`src/rtl/frame_sequencer.sv`:
```
// Frame-rate scheduler for the LED pipeline: periodic frame tick, animator/driver start pulses,
// ping-pong bank ownership, frame and dropped-frame counters.
module frame_sequencer #(
    parameter int unsigned c_frame_div = 100000,
    parameter int unsigned c_div_w     = $clog2(c_frame_div),
    parameter int unsigned c_cnt_w     = 16,
    parameter int unsigned c_ovf_w     = 8
) (
    input  logic               i_clk,
    input  logic               i_rst_n,
    input  logic               i_enable,
    output logic               o_anim_drq,
    input  logic               i_anim_done,
    output logic               o_drv_start,
    input  logic               i_drv_done,
    output logic               o_bank,
    output logic               o_busy,
    output logic [c_cnt_w-1:0] o_frame_cnt,
    output logic [c_ovf_w-1:0] o_overrun_cnt
);

    localparam logic [c_div_w-1:0] c_div_last = c_div_w'(c_frame_div - 1);

    typedef enum logic {
        s_idle = 1'b0,
        s_run  = 1'b1
    } state_t;

    state_t               r_state;
    state_t               state_d;
    logic [c_div_w-1:0]   r_div;
    logic                 r_anim_ok;
    logic                 r_drv_ok;
    logic                 anim_ok_d;
    logic                 drv_ok_d;
    logic                 anim_drq_d;
    logic                 drv_start_d;
    logic                 bank_d;
    logic [c_cnt_w-1:0]   frame_cnt_d;
    logic [c_ovf_w-1:0]   overrun_cnt_d;
    logic                 tick_c;

    // Frame timer: free-runs while enabled, held at zero otherwise
    always_ff @(posedge i_clk or negedge i_rst_n) begin
        if (!i_rst_n) begin
            r_div <= '0;
        end else if (!i_enable) begin
            r_div <= '0;
        end else if (r_div == c_div_last) begin
            r_div <= '0;
        end else begin
            r_div <= r_div + c_div_w'(1);
        end
    end

    assign tick_c = i_enable && (r_div == c_div_last);

    // State and registered outputs
    always_ff @(posedge i_clk or negedge i_rst_n) begin
        if (!i_rst_n) begin
            r_state       <= s_idle;
            r_anim_ok     <= 1'b0;
            r_drv_ok      <= 1'b0;
            o_anim_drq    <= 1'b0;
            o_drv_start   <= 1'b0;
            o_bank        <= 1'b0;
            o_busy        <= 1'b0;
            o_frame_cnt   <= '0;
            o_overrun_cnt <= '0;
        end else begin
            r_state       <= state_d;
            r_anim_ok     <= anim_ok_d;
            r_drv_ok      <= drv_ok_d;
            o_anim_drq    <= anim_drq_d;
            o_drv_start   <= drv_start_d;
            o_bank        <= bank_d;
            o_busy        <= (state_d == s_run);
            o_frame_cnt   <= frame_cnt_d;
            o_overrun_cnt <= overrun_cnt_d;
        end
    end

    // Next-state logic; a tick while a frame is still in flight is dropped and counted
    always_comb begin
        state_d       = r_state;
        anim_ok_d     = r_anim_ok;
        drv_ok_d      = r_drv_ok;
        anim_drq_d    = 1'b0;
        drv_start_d   = 1'b0;
        bank_d        = o_bank;
        frame_cnt_d   = o_frame_cnt;
        overrun_cnt_d = o_overrun_cnt;

        case (r_state)
            s_idle: begin
                if (tick_c) begin
                    state_d     = s_run;
                    bank_d      = ~o_bank;
                    anim_drq_d  = 1'b1;
                    drv_start_d = 1'b1;
                    frame_cnt_d = o_frame_cnt + c_cnt_w'(1);
                    anim_ok_d   = 1'b0;
                    drv_ok_d    = 1'b0;
                end
            end
            s_run: begin
                anim_ok_d = r_anim_ok | i_anim_done;
                drv_ok_d  = r_drv_ok | i_drv_done;
                if (anim_ok_d && drv_ok_d) begin
                    state_d = s_idle;
                end
                if (tick_c && (o_overrun_cnt != '1)) begin
                    overrun_cnt_d = o_overrun_cnt + c_ovf_w'(1);
                end
            end
            default: state_d = s_idle;
        endcase
    end

endmodule

```
`config.mk`:
```
export PLATFORM = sky130hd
export DESIGN_NAME = frame_sequencer
export DESIGN_NICKNAME = d
export VERILOG_FILES = /design/src/rtl/frame_sequencer.sv
export SDC_FILE = /design/constraint.sdc
export NUM_CORES = 1
export LEC_CHECK = 0
export ABC_AREA = 1
export ABC_CLOCK_PERIOD_IN_PS = 2300
export CAP_MARGIN = 20
export CORE_MARGIN = 3
export CORE_UTILIZATION = 55
export CTS_BUF_LIST = sky130_fd_sc_hd__clkbuf_8 sky130_fd_sc_hd__clkbuf_16
export DETAILED_ROUTE_END_ITERATION = 7
export DONT_BUFFER_PORTS = 1
export GPL_TIMING_DRIVEN = 0
export PLACE_DENSITY = 0.7
export SLEW_MARGIN = 10
export SYNTH_ARGS = -nofsm -noshare
export SYNTH_HDL_FRONTEND = slang
export SYNTH_SLANG_ARGS = --single-unit
```
`constraint.sdc`:
```
create_clock -name i_clk -period 2.3 [get_ports i_clk]
set_clock_uncertainty 0.1 [all_clocks]
set_input_delay 0.69 -clock i_clk [delete_from_list [all_inputs] [get_ports i_clk]]
set_output_delay 0.69 -clock i_clk [all_outputs]
set_load 0.005 [all_outputs]
```
=== After elaboration in Yosys (flattened, before gate mapping) ===
Index checks and enable logic that the tools add are counted.

* Bits in registers: 46
* Output and inout port bits: 28
* Word-level logic and storage cells: 32

* Mux-type cells: 9
* Reductions and logical operators: 5
* Bitwise logic cells: 4
* Equal/unequal tests: 3
* Add/subtract/negate cells: 3

{| class="wikitable"
|+ Operator list
! cell !! number
|-
| $mux W17 || 2
|-
| $add A17 B1 Y17 const B || 1
|-
| $eq A17 B17 Y1 const B || 1
|-
| $add A16 B1 Y16 const B || 1
|-
| $add A8 B1 Y8 const B || 1
|-
| $ne A8 B8 Y1 const B || 1
|-
| $pmux W1 S2 || 3
|-
| $mux W1 || 4
|-
| $reduce_and A2 Y1 || 2
|-
| $logic_and A1 B1 Y1 || 3
|-
| $ne A2 B2 Y1 const B || 1
|-
| $not A1 Y1 || 2
|-
| $or A1 B1 Y1 || 2
|}

=== Logic depth before layout (Yosys ltp) ===
Gate-level depths: netlist of the first run.

* Word-level depth: 4
* Depth in mapped cells: 10
* Gate-level depth less buffers: 10

=== Worst setup path after synthesis of the first run ===
Ideal clock, no wire load.

* Kind: reg-to-reg
* Start point: register o_overrun_cnt[0]
* End point: register o_overrun_cnt[4]
* Path slack: 0.702 ns
* Data arrival time: 1.433 ns
* Cell stages (with the launch flop): 11
* Setup time: 0.065 ns
* Path buffers: 0
* Path through: dfrtp_1 ha_1 nand2_1 inv_1 nand3_1 nor2_1 nand2_1 inv_1 nor2_4 nand3_1 nand2_1

* Word-level cells in the longest chain between the ends: 3

{| class="wikitable"
|+ RTL lines
! what !! RTL line !! text
|-
| start, declared || 19 || <nowiki>output logic [c_ovf_w-1:0] o_overrun_cnt</nowiki>
|-
| start signal, assigned || 79 || <nowiki>o_overrun_cnt <= overrun_cnt_d;</nowiki>
|-
| branches (longest 3 deep; another with $add A8 B1 Y8) || - ||
|}

Several ways; the timed one is not identified.
A chain may end at the register's enable or synchronous reset.

=== Worst setup path in the final report of the first run ===
* Start point: register o_overrun_cnt[0]
* End point: register o_overrun_cnt[1]

Same word-level chain as after synthesis.

==> results of run 1 <==
==> layout make-up <==
| class | instances | area [um^2] | area share, % |
|---|---|---|---|
| Timing Repair Buffer | 1 | 27.5 | 0.968 |
| Multi-Input combinational cell | 262 | 1310 | 45.9 |
| Inverter | 43 | 161 | 5.68 |
| Clock inverter | 2 | 8.76 | 0.308 |
| Tap cell | 52 | 65.1 | 2.29 |
| Sequential cell | 46 | 1150 | 40.5 |
| Clock buffer | 6 | 82.6 | 2.90 |
| Buffer | 6 | 41.3 | 1.45 |
==> flip-flops by register name (all words and copies together) (netlist names) <==
name           count
o_bank             1
o_drv_start        1
o_frame_cnt       16
o_overrun_cnt      8
r_anim_ok          1
r_div             17
r_drv_ok           1
r_state            1
==> per-layer routing <==
layer	wire length [um]	global-route usage, %	up-vias
li1	-	-	1163
met5	0	0	-
met3	413	6.99	6
met2	2440	34.1	53
met4	31	5.63	0
met1	2650	29.1	994
==> cell usage in the layout (no fill, tap or decap), drive strengths merged <==
cell,n
o21bai,1
o21ai,8
clkbuf,6
nor3,15
a21oi,5
nand2,101
dfrtp,46
inv,44
nor3b,1
xor2,11
nor2,50
ha,3
clkinv,1
nand4,15
a211oi,1
nand3,43
xnor2,5
buf,7
a31oi,3
==> critical path, stage by stage, from the launching register on <==
cell and delay, ps:
dfrtp_1 440, ha_1 250, nand2_1 100, inv_1 40
nand3_1 100, nor2_1 50, nand2_1 240, inv_1 120
nor2_4 190, nand3_1 90, nand2_1 70
==> stage by stage <==
| step | instances | power, mW | util [%] |
|---|---|---|---|
| floorplan | 357 | 0.870 | - |
| global placement | 409 | 0.881 | 60.5 |
| detailed placement | 409 | 0.882 | 60.5 |
| CTS | 418 | 1.41 | 63.1 |
| global route | 418 | 1.45 | 63.1 |
| finish | 418 | 1.38 | 63.1 |
==> cells by family (layout without fill, tap and decap cells) <==
family                     count (synthesis)  after routing  synth area share, %
AOI/OAI and AO/OA                         18             18                 3.72
buffers and inverters                     49             58                 7.62
adders and majority gates                  3              3                 1.41
xor gates and xnor gates                  16             16                 5.27
DFF                                       46             46                 43.3
and+or+nand+nor                          225            225                 38.7
==> power groups by stage <==
stage          logic, mW  clock network, mW  registers, mW
2_1_floorplan     0.0342                  0          0.836
3_3_place_gp      0.0436                  0          0.838
3_5_place_dp      0.0440                  0          0.838
4_1_cts           0.0660              0.521          0.821
5_1_grt           0.0721              0.558          0.823
6_report          0.0637              0.499          0.821
==> how the worst min path moves through the flow <==
| stage | startpoint | end | slack, ps | cells after the start |
|---|---|---|---|---|
| after floorplan | i_rst_n | o_bank | 290 | 0 |
| after global placement | i_rst_n | r_div[2] | 300 | 0 |
| after global routing | i_rst_n | r_div[5] | 130 | 1 |
| final | i_rst_n | o_frame_cnt[6] | 120 | 1 |
| after CTS | i_rst_n | o_frame_cnt[6] | 130 | 1 |
| after detailed placement | i_rst_n | r_div[0] | 300 | 0 |
==> what timing repair did <==
action	in CTS	in global routing
endpoints found under the hold margin	46	0
setup buffers	0	0
setup endpoints to repair	0	0
resized for setup	0	0
hold buffers	1	0
==> impl_metrics.csv, run 1 <==
group,metric,value,unit
timing,setup_viol,0,
timing,fin_crit_sh,80.5,%
power,vdd_drop_max,0.000268,V
setup_path,cp.required,2430,ps
setup_path,reg2reg_to,"o_overrun_cnt[1]",
final_layout,nNetsFinal,373,
power,clockPowerShare,36.1,%
clocking,cts_sinks,46,
floorplan,die_area,5700,um^2
global_routing,antenna_found_initial,0,
yosys,synth_top_cell_by_area,"dfrtp_1",
timing,setup_tns,0,ps
setup_path,critPathMaxFanout,9,
setup_path,reg2reg_depth,10,
clocking,htreeDepth,2,
place,placed_cell_area,2720,um^2
routing,drt-wirelength-per-cell,13.2,um
run_status,status,"finished clean",
routing,num_vias,2216,
timing,slew_headroom,70.8,%
timing,worstMarginPinSlew,436,ps
floorplan,coreArea,4500,um^2
yosys,synth_area_per_cell,7.45,um^2
global_routing,grt_use_total,21.7,%
global_routing,grt_pass1_wl,9720,um
routing,wl,5540,um
global_routing,grt_pass1_vias,2185,
yosys,syn_nets,365,
power,swShare,22.7,%
setup_path,cp-startpoint,"o_overrun_cnt[0]",
worst_hold_path,hp-class,"in2async",
floorplan,io_pins,33,
power,seqPwrFrac,59.3,%
timing,finalWorstSetupSlack,447,ps
routing,vias_per_cell,5.30,
global_routing,globalRoute.totalOverflow,0,
clocking,cts-root-buf,"clkbuf_8",
yosys,synthCells,357,
yosys,synthTopCellsByCount,"nand2_1, dfrtp_1, nor2_1, inv_1, nand3_1",
power,p_switching,314,uW
place,place_congestion,0.924,
clocking,clock_path_buffers,2,
power,p_comb_share,4.6,%
yosys,synth.most_common_cell,"nand2_1",
yosys,synth.top_cells.by_area,"dfrtp_1, nand2_1, nand3_1",
setup_path,crit_type,"reg2reg",
routing,first_pass_iters,4,
job,maxCapViolCount,0,
timing,finalHoldViolCount,0,
timing,drv_slew,0,
timing,rsz0062_at_grt,"no",
yosys,synthArstFlopShare,100,%
yosys,synth_area,2660,um^2
global_routing,grt_max_degree,47,
yosys,ys_types,26,
clocking,cts_tree,"done",
setup_path,end_kind,"register",
timing,holdWs,117,ps
clocking,cts_made_buffers,5,
yosys,synth_warnings,0,
yosys,synth-seq-area-share,43.3,%
yosys,ys_ff_latch,46,
final_layout,num_antenna_cells,0,
floorplan,initial_core_util,59.0,%
yosys,ys.flop_type,"dfrtp_1",
yosys,synth-edff-count,0,
timing,layout_min_cycle_time,1850,ps
power,powerDensity,487,nW/um^2
place,place_ws,447,ps
final_layout,fillers,426,
place,dpl.hpwl,4160,um
final_layout,layout-drive-gt1-share,7.92,%
timing,fmax,0.540,GHz
setup_path,endpoint,"o_overrun_cnt[1]",
routing,post-route-drc-count,0,
place,place.port_buffers,0,
power,p_leak,1.29,nW
clocking,worstSkewPairLatency,300,ps
routing,ant_nets,0,
routing,drtIter0Drc,127,
floorplan,rows,24,
floorplan,dieHeight,75.5,um
floorplan,die_w,75.5,um
final_layout,stdcell_area,2840,um^2
clocking,path_clk_slew,90,ps
setup_path,cp-start-kind,"register",
setup_path,r2r-start,"o_overrun_cnt[0]",
final_layout,area_growth_syn_to_layout,6.92,%
setup_path,crit_arrival,1980,ps
power,internal-power,1.07,mW
setup_path,r2r_setup_slack,450,ps
yosys,synth_top_area_share,43.3,%
Power figures use the tool's default switching activity.
==> run 2: changes to the inputs <==
Settings changed: ABC_CLOCK_PERIOD_IN_PS 2300 to 1500, PLACE_DENSITY 0.7 to 0.73.
Clock period 2.3 ns to 1.5 ns, I/O delays scaled along.
==> run 2 against run 1 <==
Compared with the run above:
- the flow now finishes with violations (hold timing, setup timing)
- total power is 65% higher
- core utilization is 8.8 points higher
- routed wire length is 20% higher
- flip-flop and latch count stayed put
- via count is 12% higher
- global-route usage is 2.1 points higher
- clock-buffer cell count is 1 lower
- largest cell class unchanged
- cell area is 14% higher
- final cell count is 5.7% higher
==> impl_metrics.csv, run 2 (synthesized netlist as in run 1, its figures left out) <==
group,metric,value,unit
power,powerDensity,705,nW/um^2
global_routing,grt_use_total,23.8,%
final_layout,top_regs,"r_div: 17 flops, o_frame_cnt: 16 flops, o_overrun_cnt: 8 flops",
routing,post-route-drc-count,0,
timing,holdWs,-261,ps
place,placed_cell_area,2730,um^2
setup_path,crit_arrival,1750,ps
clocking,cts_sinks,46,
timing,drv_slew,0,
setup_path,cp-start-kind,"register",
power,p_leak,1.44,nW
clocking,cts_made_buffers,5,
floorplan,initial_core_util,59.0,%
timing,slew_headroom,71.9,%
clocking,htreeDepth,2,
timing,setup_viol,37,
routing,wl,6620,um
power,p_comb_share,4.1,%
clocking,cts_tree,"done",
setup_path,r2r_setup_slack,-180,ps
global_routing,grt_pass1_wl,10500,um
floorplan,dieHeight,75.5,um
routing,first_pass_iters,4,
power,clockPowerShare,40.5,%
power,seqPwrFrac,55.4,%
final_layout,final_common_cell,"nand2_1",
routing,num_vias,2476,
setup_path,cp.required,1580,ps
setup_path,end_kind,"register",
place,place_congestion,0.914,
final_layout,area_growth_syn_to_layout,21.7,%
run_status,status,"complete, but fails checks",
timing,fmax,0.597,GHz
floorplan,coreArea,4500,um^2
worst_hold_path,hp-class,"in2async",
timing,finalHoldViolCount,46,
setup_path,crit_type,"reg2reg",
setup_path,r2r-start,"r_div[5]",
clocking,cts-root-buf,"clkbuf_8",
power,p_switching,505,uW
timing,worstMarginPinSlew,418,ps
power,vdd_drop_max,0.000686,V
timing,layout_min_cycle_time,1680,ps
run_status,violations,"hold timing, setup timing",
floorplan,rows,24,
routing,ant_nets,0,
global_routing,globalRoute.totalOverflow,0,
global_routing,grt_pass1_vias,2265,
routing,drt-wirelength-per-cell,15.0,um
floorplan,die_w,75.5,um
final_layout,largest_register_ffs,17,
final_layout,num_antenna_cells,0,
timing,finalWorstSetupSlack,-175,ps
floorplan,die_area,5700,um^2
final_layout,layout-drive-gt1-share,24.4,%
final_layout,layout_common_cells,"nand2_1, dfrtp_1, inv_1",
routing,drtIter0Drc,177,
setup_path,critPathMaxFanout,8,
clocking,path_clk_slew,90,ps
setup_path,cp-startpoint,"r_div[5]",
routing,vias_per_cell,5.60,
global_routing,grt_max_degree,47,
final_layout,stdcell_area,3240,um^2
final_layout,nNetsFinal,397,
floorplan,io_pins,33,
clocking,worstSkewPairLatency,290,ps
timing,rsz0062_at_grt,"yes",
clocking,clock_path_buffers,2,
timing,fin_crit_sh,112,%
global_routing,antenna_found_initial,0,
place,dpl.hpwl,4290,um
power,internal-power,1.78,mW
power,swShare,22.2,%
place,place.port_buffers,0,
job,maxCapViolCount,0,
final_layout,largest-register,"r_div",
run 2: cell types whose count changed in the layout (fill, tap and decap cells not counted), moves of 6 or more:
cell / previous run / this run
nand2_2: 2 / 15
buf_4: 2 / 23
nand2_1: 98 / 85
nor2_1: 43 / 34
buf_6: 1 / 7
run 2: final cells by class:
class                      count  area [um^2]
tap                           52         65.1
timing repair buffer          25          210
clock inverter                 3         41.3
multi-input combinational    262         1490
sequential                    46         1150
fill                         337         1270
buffer                         6         48.8
clock buffer                   5         68.8
inverter                      43          161
run 2: metrics by stage:
stage / TNS (ps) / std cells / worst slack, ps / power, mW / util (%)
6_report: -4660 / 442 / -175 / 2.28 / 71.9
5_1_grt: -8720 / 442 / -299 / 2.35 / 71.9
4_1_cts: -3810 / 432 / -156 / 2.28 / 67.9
3_5_place_dp: -6400 / 409 / -268 / 1.35 / 60.7
3_3_place_gp: -5550 / 409 / -227 / 1.35 / 60.7
2_1_floorplan: -663 / 357 / -45.9 / 1.34 / -
run 2: what timing repair did:
action / CTS / global route
setup buffers: 14 / 10
endpoints found under the hold margin: 46 / 46
pin swaps: 12 / 5
endpoints found under the setup margin: 41 / 41
gates cloned: 1 / 0
resized for setup: 34 / 26
run 2: power by group through the flow:
stage	Combinational (mW)	Sequential, mW	Clock (mW)
detailed placement	0.0691	1.28	0
global placement	0.0678	1.28	0
CTS	0.0805	1.26	0.939
global route	0.103	1.26	0.985
finish	0.0933	1.26	0.925
floorplan	0.0535	1.28	0
run 2: layer usage:
layer  wire length [um]  part of all wire [%]  vias to the layer above  track usage (%)
li1                   -                     -                     1210                -
met1               2920                    44                     1181             32.0
met2               3180                    48                       74             37.5
met3                403                   6.1                       11             6.60
met4                119                   1.8                        0             7.38
met5                  0                     0                        -                0
run 2: worst paths after layout:
path,endpoint,cells past startpoint
max,o_frame_cnt[0],7
min,r_div[0],0
max reg2reg,o_frame_cnt[0],7
min reg2reg,r_anim_ok,2
max in group asynchronous,o_overrun_cnt[0],0
min in group i_clk,o_drv_start,2
run 2: critical path, cell delays in order, from the launching register on:
cell and delay, ps:
dfrtp_1 440, inv_2 130, nand3_1 120, nor2_4 160, nand3_4 100, nor2_4 220
nand2_2 120, xnor2_2 150
==> run 3: changes to the inputs <==
Settings changed: CORE_UTILIZATION 55 to 52, PLACE_DENSITY 0.73 to 0.7.
==> run 3 against run 2 <==
Compared with the run above:
- the flow still finishes with violations (hold timing, setup timing)
- worst hold slack gained 1.1 ps
- via count shrank 2.5%
- critical path depth is the same
- largest power group unchanged
==> impl_metrics.csv, run 3 (synthesized netlist as in run 1, its figures left out) <==
group,metric,value,unit
run_status,status,"complete, but fails checks",
run_status,violations,"hold timing, setup timing",
global_routing,grt_use_total,22.3,%
global_routing,grt_pass1_wl,11000,um
final_layout,layout-drive-gt1-share,25.3,%
timing,holdWs,-260,ps
floorplan,die_area,6010,um^2
timing,finalHoldViolCount,46,
timing,finalWorstSetupSlack,-164,ps
clocking,cts_tree,"done",
routing,num_vias,2414,
floorplan,dieHeight,77.5,um
global_routing,grt_pass1_vias,2389,
power,p_leak,1.42,nW
setup_path,r2r-start,"r_div[0]",
final_layout,regArea,1160,um^2
routing,first_pass_iters,4,
worst_hold_path,hp-class,"in2async",
setup_path,crit_arrival,1750,ps
clocking,path_clk_slew,80,ps
place,place.port_buffers,0,
routing,drtIter0Drc,149,
place,place_congestion,0.933,
setup_path,reg2reg_to,"o_bank",
final_layout,num_antenna_cells,0,
final_layout,final_common_cell,"nand2_1",
setup_path,reg2reg_depth,7,
timing,drv_slew,0,
routing,post-route-drc-count,0,
clocking,htreeDepth,2,
timing,layout_min_cycle_time,1660,ps
clocking,worstSkewPairLatency,290,ps
routing,drt-wirelength-per-cell,13.8,um
final_layout,largest-register,"r_div",
setup_path,cp.required,1590,ps
place,dpl.hpwl,4170,um
power,vdd_drop_max,0.000420,V
setup_path,critPathMaxFanout,8,
final_layout,largest_register_ffs,17,
floorplan,initial_core_util,55.2,%
setup_path,r2r_setup_slack,-160,ps
final_layout,top_regs,"r_div: 17 flops, o_frame_cnt: 16 flops, o_overrun_cnt: 8 flops",
final_layout,stdcell_area,3250,um^2
final_layout,area_growth_syn_to_layout,22.4,%
routing,ant_nets,0,
global_routing,globalRoute.totalOverflow,0,
floorplan,die_w,77.5,um
setup_path,crit_type,"reg2reg",
timing,fin_crit_sh,111,%
power,powerDensity,658,nW/um^2
timing,rsz0062_at_grt,"yes",
timing,slew_headroom,72.2,%
routing,vias_per_cell,5.31,
floorplan,rows,25,
setup_path,cp-start-kind,"register",
place,placed_cell_area,2750,um^2
setup_path,end_kind,"register",
floorplan,io_pins,33,
clocking,cts_sinks,46,
timing,worstMarginPinSlew,414,ps
clocking,cts_made_buffers,5,
final_layout,fillers,417,
final_layout,nNetsFinal,395,
final_layout,layout_common_cells,"nand2_1, inv_1, dfrtp_1",
timing,fmax,0.601,GHz
floorplan,coreArea,4820,um^2
clocking,cts-root-buf,"clkbuf_8",
global_routing,antenna_found_initial,0,
global_routing,grt_max_degree,47,
job,maxCapViolCount,0,
routing,wl,6260,um
clocking,clock_path_buffers,2,
timing,setup_viol,33,
final_layout,multi_input_area,1510,um^2
setup_path,cp-startpoint,"r_div[0]",
-- run 3: cell count changes in the layout (fill, tap and decap cells not counted), sizes merged --
cell	before	now
clkinv	0	1
clkinvlp	1	0
buf	30	29
bufinv	1	0
-- run 3: how the worst max path moves through the flow --
stage                             endpoint  slack, ps  cells past startpoint
after floorplan             o_frame_cnt[5]        -50                      9
after global placement              o_bank       -230                      7
after detailed placement  o_overrun_cnt[2]       -250                      8
after CTS                 o_overrun_cnt[2]       -170                      8
after global routing      o_overrun_cnt[0]       -330                      9
final                               o_bank       -160                      7
-- run 3: cell type report --
class | count | share of cell area, %
multi-input combinational | 262 | 46.4
sequential | 46 | 35.6
timing repair buffer | 23 | 6.12
inverter | 43 | 5.04
tap | 67 | 2.58
clock buffer | 6 | 2.54
buffer | 6 | 1.42
clock inverter | 2 | 0.269
-- run 3: power by group --
part           internal [mW]  leakage, nW  switching (mW)
logic                 0.0409        0.749          0.0640
clock network          0.366       0.0524           0.408
registers               1.25        0.615          0.0129
-- run 3: routing by layer --
| layer | part of all wire (%) | vias up | track usage [%] |
|---|---|---|---|
| li1 | - | 1209 | - |
| met1 | 45 | 1146 | 30.2 |
| met2 | 48 | 48 | 34.9 |
| met3 | 5.1 | 11 | 5.68 |
| met4 | 1.7 | 0 | 7.47 |
| met5 | 0 | - | 0 |
-- run 3: metrics by stage --
stage          power [mW]  worst slack, ps  std cells  TNS, ps  util, %
2_1_floorplan        1.34            -45.9        357     -663        -
3_3_place_gp         1.35             -226        424    -5640     57.1
3_5_place_dp         1.36             -252        424    -6610     57.1
4_1_cts              2.15             -167        443    -3820     62.6
5_1_grt              2.23             -331        455    -8110     67.5
6_report             2.14             -164        455    -3570     67.5
-- run 3: critical path, stage by stage (launching register included) --
cell,delay (ps)
dfrtp_1,400
ha_4,170
nand3_4,130
nor2_4,180
nand3_4,110
nor2_4,220
nand2_2,110
xnor2_1,130
-- run 3: what timing repair did --
| item | CTS | global route |
|---|---|---|
| gates resized for setup | 25 | 45 |
| setup endpoints to repair | 42 | 41 |
| cloned | 0 | 0 |
| setup buffers | 11 | 13 |
| pin swaps | 10 | 22 |
| endpoints found under the hold margin | 46 | 46 |
==> patch 1, RTL diff (flow settings as in run 3) <==
The parameter `c_frame_div` goes from 100000 to 400000.
--- a/src/rtl/frame_sequencer.sv
+++ b/src/rtl/frame_sequencer.sv
@@ -1,7 +1,7 @@
 // Frame-rate scheduler for the LED pipeline: periodic frame tick, animator/driver start pulses,
 // ping-pong bank ownership, frame and dropped-frame counters.
 module frame_sequencer #(
-    parameter int unsigned c_frame_div = 100000,
+    parameter int unsigned c_frame_div = 400000,
     parameter int unsigned c_div_w     = $clog2(c_frame_div),
     parameter int unsigned c_cnt_w     = 16,
     parameter int unsigned c_ovf_w     = 8
Formal check against the unedited RTL: no difference found for any inputs over 10 cycles, from zero or initial values and one cycle with i_rst_n low; that may be too few to reach the edited logic, so the function may still have changed.
==> patch 1 against run 3 <==
The run still ends with negative hold slack, negative setup slack left. Final cell count is 0.44% higher. Non-clock buffer count up 7. Die area up 3.1%. Area after synthesis grew 3.3%. Worst setup slack better by 0.029 ns. Sequential cell count grew 2. Total power rose by 0.24%. Cell area rose by 5.9%. Routed wire length rose by 2.6%. Largest cell class unchanged. Largest power group unchanged.
==> patch 1: results (changes against run 3) <==
| Metric | Value |
|---|---|
| Total placed cells including tap cells | 421 (-0.71%) |
| Met1 Use GR | 28.0% (-2.2 points) |
| Grt met2 use | 35.1% (+0.17 points) |
| Status | finished, violations left |
| Largest net degree at the start of global routing | 49 (+4.3%) |
| Pwr Total | 2150 uW (+0.24%) |
| Non-Filler Instances | 457 (+0.44%) |
| Net count reported at finish | 398 (+0.76%) |
| Syn nets | 362 (-0.82%) |
| Worst R2R End | o_frame_cnt[2] |
| Inverters excl. clock | 37 (-14%) |
| Failing checks | negative hold slack, negative setup slack |
| Largest regs | r_div (19), o_frame_cnt (16), o_overrun_cnt (8) |
| Final setup fails | 41 (+24%) |
| Critical path peak fanout | 10 (+2) |
| Synthesized flop and latch total | 48 (+4.3%) |
| Clock-cell share | 2.25% (-0.56 points) |
| Met2 routed wirelength | 3.03 mm (+0.66%) |
| 1st-iter DRT viols | 178 (+19%) |
| Worst Path Arrival | 1.72 ns (-0.03 ns) |
| Pre-CTS WS | -0.232 ns (+0.0199 ns) |
| Placer Congestion | 0.865 (-7.2%) |
| Leak | 0.00154 uW (+8.5%) |
| Top post-synthesis cells by count | 94 x nand2_1, 54 x nor2_1, 48 x dfrtp_1 |
| Post-CTS setup buffers | 10 (-1) |
| Vias/cell | 5.33 (+0.47%) |
| Layout Utilization | 70.1% (+2.6 points) |
| Routed wl met3 | 431 um (+34%) |
| Post-DP HPWL | 4.10 mm (-1.7%) |
| Register area share after synthesis | 43.7% (+0.42 points) |
| First-pass GRT wire length | 10.7 mm (-3.1%) |
| Reg2reg start | r_div[15] |
| Met1 WL | 2.86 mm (+1.3%) |
| Placed Area | 2860 um2 (+3.8%) |
| Worst setup margin | -0.135 ns (+0.0293 ns) |
| Final hold vios | 48 (+4.3%) |
| Psw | 493 uW (+1.7%) |
| CTS resizes | 24 (-4.0%) |
| Final non-clock buffer share | 9.77% (+2.2 points) |
| Number of distinct library cells after synthesis | 32 (+23%) |
| Worst Tran Pin Value | 0.451 ns (+0.0371 ns) |
| Signal buffers | 36 (+24%) |
| M3 GR Usage | 5.33% (-0.36 points) |
| Filler cells | 395 (-5.3%) |
| Worst hold slack | -0.260 ns (+0.000185 ns) |
| Vias in the first global route | 2,365 (-1.0%) |
| Multi-input logic portion of the cell area | 46.3% (-0.074 points) |
| Share of cells above drive strength 1 | 30.8% (+5.5 points) |
| Reg2Reg Depth | 9 (+2) |
patch 1: cell count changes in the layout (fill, tap and decap cells not counted), moves of 5 or more:
cell | run 3 | this run
nand2_2 | 10 | 16
nor2_2 | 7 | 12
nand2_1 | 89 | 81
nor2_1 | 33 | 39
nand3_1 | 36 | 20
inv_1 | 40 | 31
patch 1: how the worst max path moves through the flow:
stage               startpoint               end  cells after the start
floorplan             r_div[0]    o_frame_cnt[2]                      9
global placement      r_div[0]         r_div[13]                      8
detailed placement    r_div[0]         r_div[13]                      8
CTS                   r_div[0]  o_overrun_cnt[6]                      8
global route         r_div[15]   o_frame_cnt[15]                      9
finish               r_div[15]    o_frame_cnt[2]                      9
patch 1: cell families after synthesis:
group	share of synthesized area, %
adders and majority gates	1.37
xor gates and xnor gates	7.01
buffers and inverters	6.97
AOI/OAI and AO/OA	3.64
DFF	43.7
and+or+nand+nor	37.3
==> patch 2, RTL diff (flow settings as in run 3) <==
Without the edit above. Register the output `o_frame_cnt` once more, without a reset; this adds one clock of latency there. The other outputs are not delayed to match.
--- a/src/rtl/frame_sequencer.sv
+++ b/src/rtl/frame_sequencer.sv
@@ -25,6 +25,8 @@
         s_idle = 1'b0,
         s_run  = 1'b1
     } state_t;
+
+    logic [c_cnt_w-1:0] o_frame_cnt_s0;
 
     state_t               r_state;
     state_t               state_d;
@@ -65,7 +67,7 @@
             o_drv_start   <= 1'b0;
             o_bank        <= 1'b0;
             o_busy        <= 1'b0;
-            o_frame_cnt   <= '0;
+            o_frame_cnt_s0 <= '0;
             o_overrun_cnt <= '0;
         end else begin
             r_state       <= state_d;
@@ -75,7 +77,7 @@
             o_drv_start   <= drv_start_d;
             o_bank        <= bank_d;
             o_busy        <= (state_d == s_run);
-            o_frame_cnt   <= frame_cnt_d;
+            o_frame_cnt_s0 <= frame_cnt_d;
             o_overrun_cnt <= overrun_cnt_d;
         end
     end
@@ -88,7 +90,7 @@
         anim_drq_d    = 1'b0;
         drv_start_d   = 1'b0;
         bank_d        = o_bank;
-        frame_cnt_d   = o_frame_cnt;
+        frame_cnt_d   = o_frame_cnt_s0;
         overrun_cnt_d = o_overrun_cnt;
 
         case (r_state)
@@ -98,7 +100,7 @@
                     bank_d      = ~o_bank;
                     anim_drq_d  = 1'b1;
                     drv_start_d = 1'b1;
-                    frame_cnt_d = o_frame_cnt + c_cnt_w'(1);
+                    frame_cnt_d = o_frame_cnt_s0 + c_cnt_w'(1);
                     anim_ok_d   = 1'b0;
                     drv_ok_d    = 1'b0;
                 end
@@ -117,5 +119,9 @@
         endcase
     end
 
+    always_ff @(posedge i_clk) begin
+        o_frame_cnt <= o_frame_cnt_s0;
+    end
+
 endmodule
 
Formal check against the unedited RTL: no difference found for any inputs over 10 cycles, from zero or initial values and one cycle with i_rst_n low; that may be too few to reach the edited logic, so the function may still have changed.
==> patch 2 against run 3 <==
Global-route usage rose by 1.1 points. The flow still finishes with violations (negative hold slack, negative setup slack). Critical endpoint is now o_frame_cnt_s0[8]. Routed wire length rose by 16%. Die area rose by 10%. Area after synthesis rose by 11%. Total power rose by 55%. Synthesized cell count rose by 3.9%. Worst setup slack got worse by 0.082 ns. Sequential cell count rose by 16. First-iteration DRC count fell by 28%. Cell area rose by 17%.
==> patch 2: results (changes against run 3) <==
| Metric | Value |
|---|---|
| Top post-synthesis cells by area | dfrtp_1 39%, nand2_1 12%, dfxtp_1 11%, nand3_1 7.3%, nor2_1 6.2% |
| Skew-Pair Late Insertion Delay | 0.34 ns (+0.05 ns) |
| Sum Neg Setup Slack | -5.96 ns (-2.39 ns) |
| Worst Tran Pin Value | 0.516 ns (+0.102 ns) |
| Final setup fails | 35 (+6.1%) |
| Total placed cells including tap cells | 441 (+4.0%) |
| Max VDD drop | 0.811 mV (+93%) |
| Final hold vios | 46 (unchanged) |
| Failing checks | negative hold slack, negative setup slack |
| Status | finished, violations left |
| Worst setup margin | -0.246 ns (-0.0816 ns) |
| Post-synthesis cell count | 371 (+3.9%) |
| 1st-iter DRT viols | 107 (-28%) |
| Worst hold slack | -0.303 ns (-0.0429 ns) |
| Critical path peak fanout | 5 (-3) |
| Total Routing Usage GR | 23.4% (+1.1 points) |
| WL final | 7.27 mm (+16%) |
| Vias in the first global route | 2,512 (+5.1%) |
| Filler cells | 382 (-8.4%) |
| Pre-Repair DR Iteration Count | 4 (unchanged) |
| Asr flop ratio synth | 74.2% (-26 points) |
| Share of cells above drive strength 1 | 29.1% (+3.8 points) |
| Register area share after synthesis | 49.9% (+6.6 points) |
| Placer Congestion | 0.938 (+0.56%) |
| H-tree depth | 3 (+1) |
| Crit path largest cell delay | 0.42 ns (+0.02 ns) |
| Number of distinct library cells after synthesis | 28 (+7.7%) |
| First-pass GRT wire length | 11.7 mm (+6.4%) |
| Syn nets | 379 (+3.8%) |
| Top post-synthesis cells by count | 98 x nand2_1, 49 x nor2_1, 46 x dfrtp_1 |
| Leak | 0.00162 uW (+14%) |
| Worst Path Arrival | 1.88 ns (+0.13 ns) |
| CTS buffer count | 9 (+4) |
| Initial antenna violation count | 0 (unchanged) |
| Largest regs | r_div (17), o_frame_cnt (16), o_frame_cnt_s0 (16) |
| Port buffer count | 0 (unchanged) |
## patch 2: worst reg2reg max path, delay by kind of cell, from the launching register on
kind	cells	cell delay [ns]
simple gates	7	0.77
flops	1	0.42
fa+ha+maj	1	0.18
buf+inv	1	0.17
## patch 2: layout make-up
type	count	share of cell area [%]
Tap cell	70	2.31
Inverter	40	3.95
Multi-Input combinational cell	263	42.3
Clock inverter	4	0.659
Timing Repair Buffer	22	5.40
Buffer	6	1.48
Sequential cell	62	39.0
Clock buffer	12	4.94
## patch 2: logic make-up (layout without fill, tap and decap cells)
| kind of cell | after synthesis | after routing | synth area share (%) |
|---|---|---|---|
| buf+inv | 46 | 84 | 6.49 |
| compound gates | 18 | 18 | 3.35 |
| simple gates | 224 | 224 | 33.6 |
| xor+xnor | 18 | 18 | 5.35 |
| fa+ha+maj | 3 | 3 | 1.27 |
| flops | 62 | 62 | 49.9 |
## patch 2: timing repair
action                     in CTS  in global routing
resized for setup              42                 56
pin swaps                       9                 12
setup endpoints to repair      38                 42
buffers inserted               11                 10
gates cloned                    0                  1
hold endpoints to repair       46                 46
## patch 2: path summary, 6_finish.rpt
| kind | startpoint | endpoint | slack [ns] | depth (start not counted) |
|---|---|---|---|---|
| hold reg to reg | o_frame_cnt_s0[15] | o_frame_cnt[15] | 0.34 | 0 |
| hold / removal | i_rst_n | r_div[1] | -0.30 | 0 |
| setup / recovery | r_div[0] | o_frame_cnt_s0[8] | -0.25 | 9 |
| min in group i_clk | i_enable | o_drv_start | 0.19 | 2 |
| setup reg to reg | r_div[0] | o_frame_cnt_s0[8] | -0.25 | 9 |
| max in group asynchronous | i_rst_n | r_div[13] | 1.50 | 0 |
## patch 2: metal layers
| layer | share of wire, % | up-vias | track usage [%] | routed length, um |
|---|---|---|---|---|
| met3 | 6.1 | 13 | 8.54 | 442 |
| met4 | 1.5 | 0 | 8.11 | 112 |
| li1 | - | 1265 | - | - |
| met1 | 42 | 1297 | 27.5 | 3030 |
| met5 | 0 | - | 0 | 0 |
| met2 | 51 | 84 | 39.2 | 3690 |
## patch 2: power by group through the flow
stage                     sequential (uW)  combinational, uW  clock, uW
after global placement               1720               68.4          0
after detailed placement             1720               70.2          0
after global routing                 1690                125       1600
after floorplan                      1720               52.3          0
final                                1690                116       1510
after CTS                            1690               89.6       1530
## patch 2: metrics by stage
step                setup WS (ns)  util (%)
global placement           -0.225      57.6
floorplan                 -0.0484         -
CTS                        -0.151      66.1
global route               -0.301      71.6
detailed placement         -0.255      57.6
finish                     -0.246      71.6
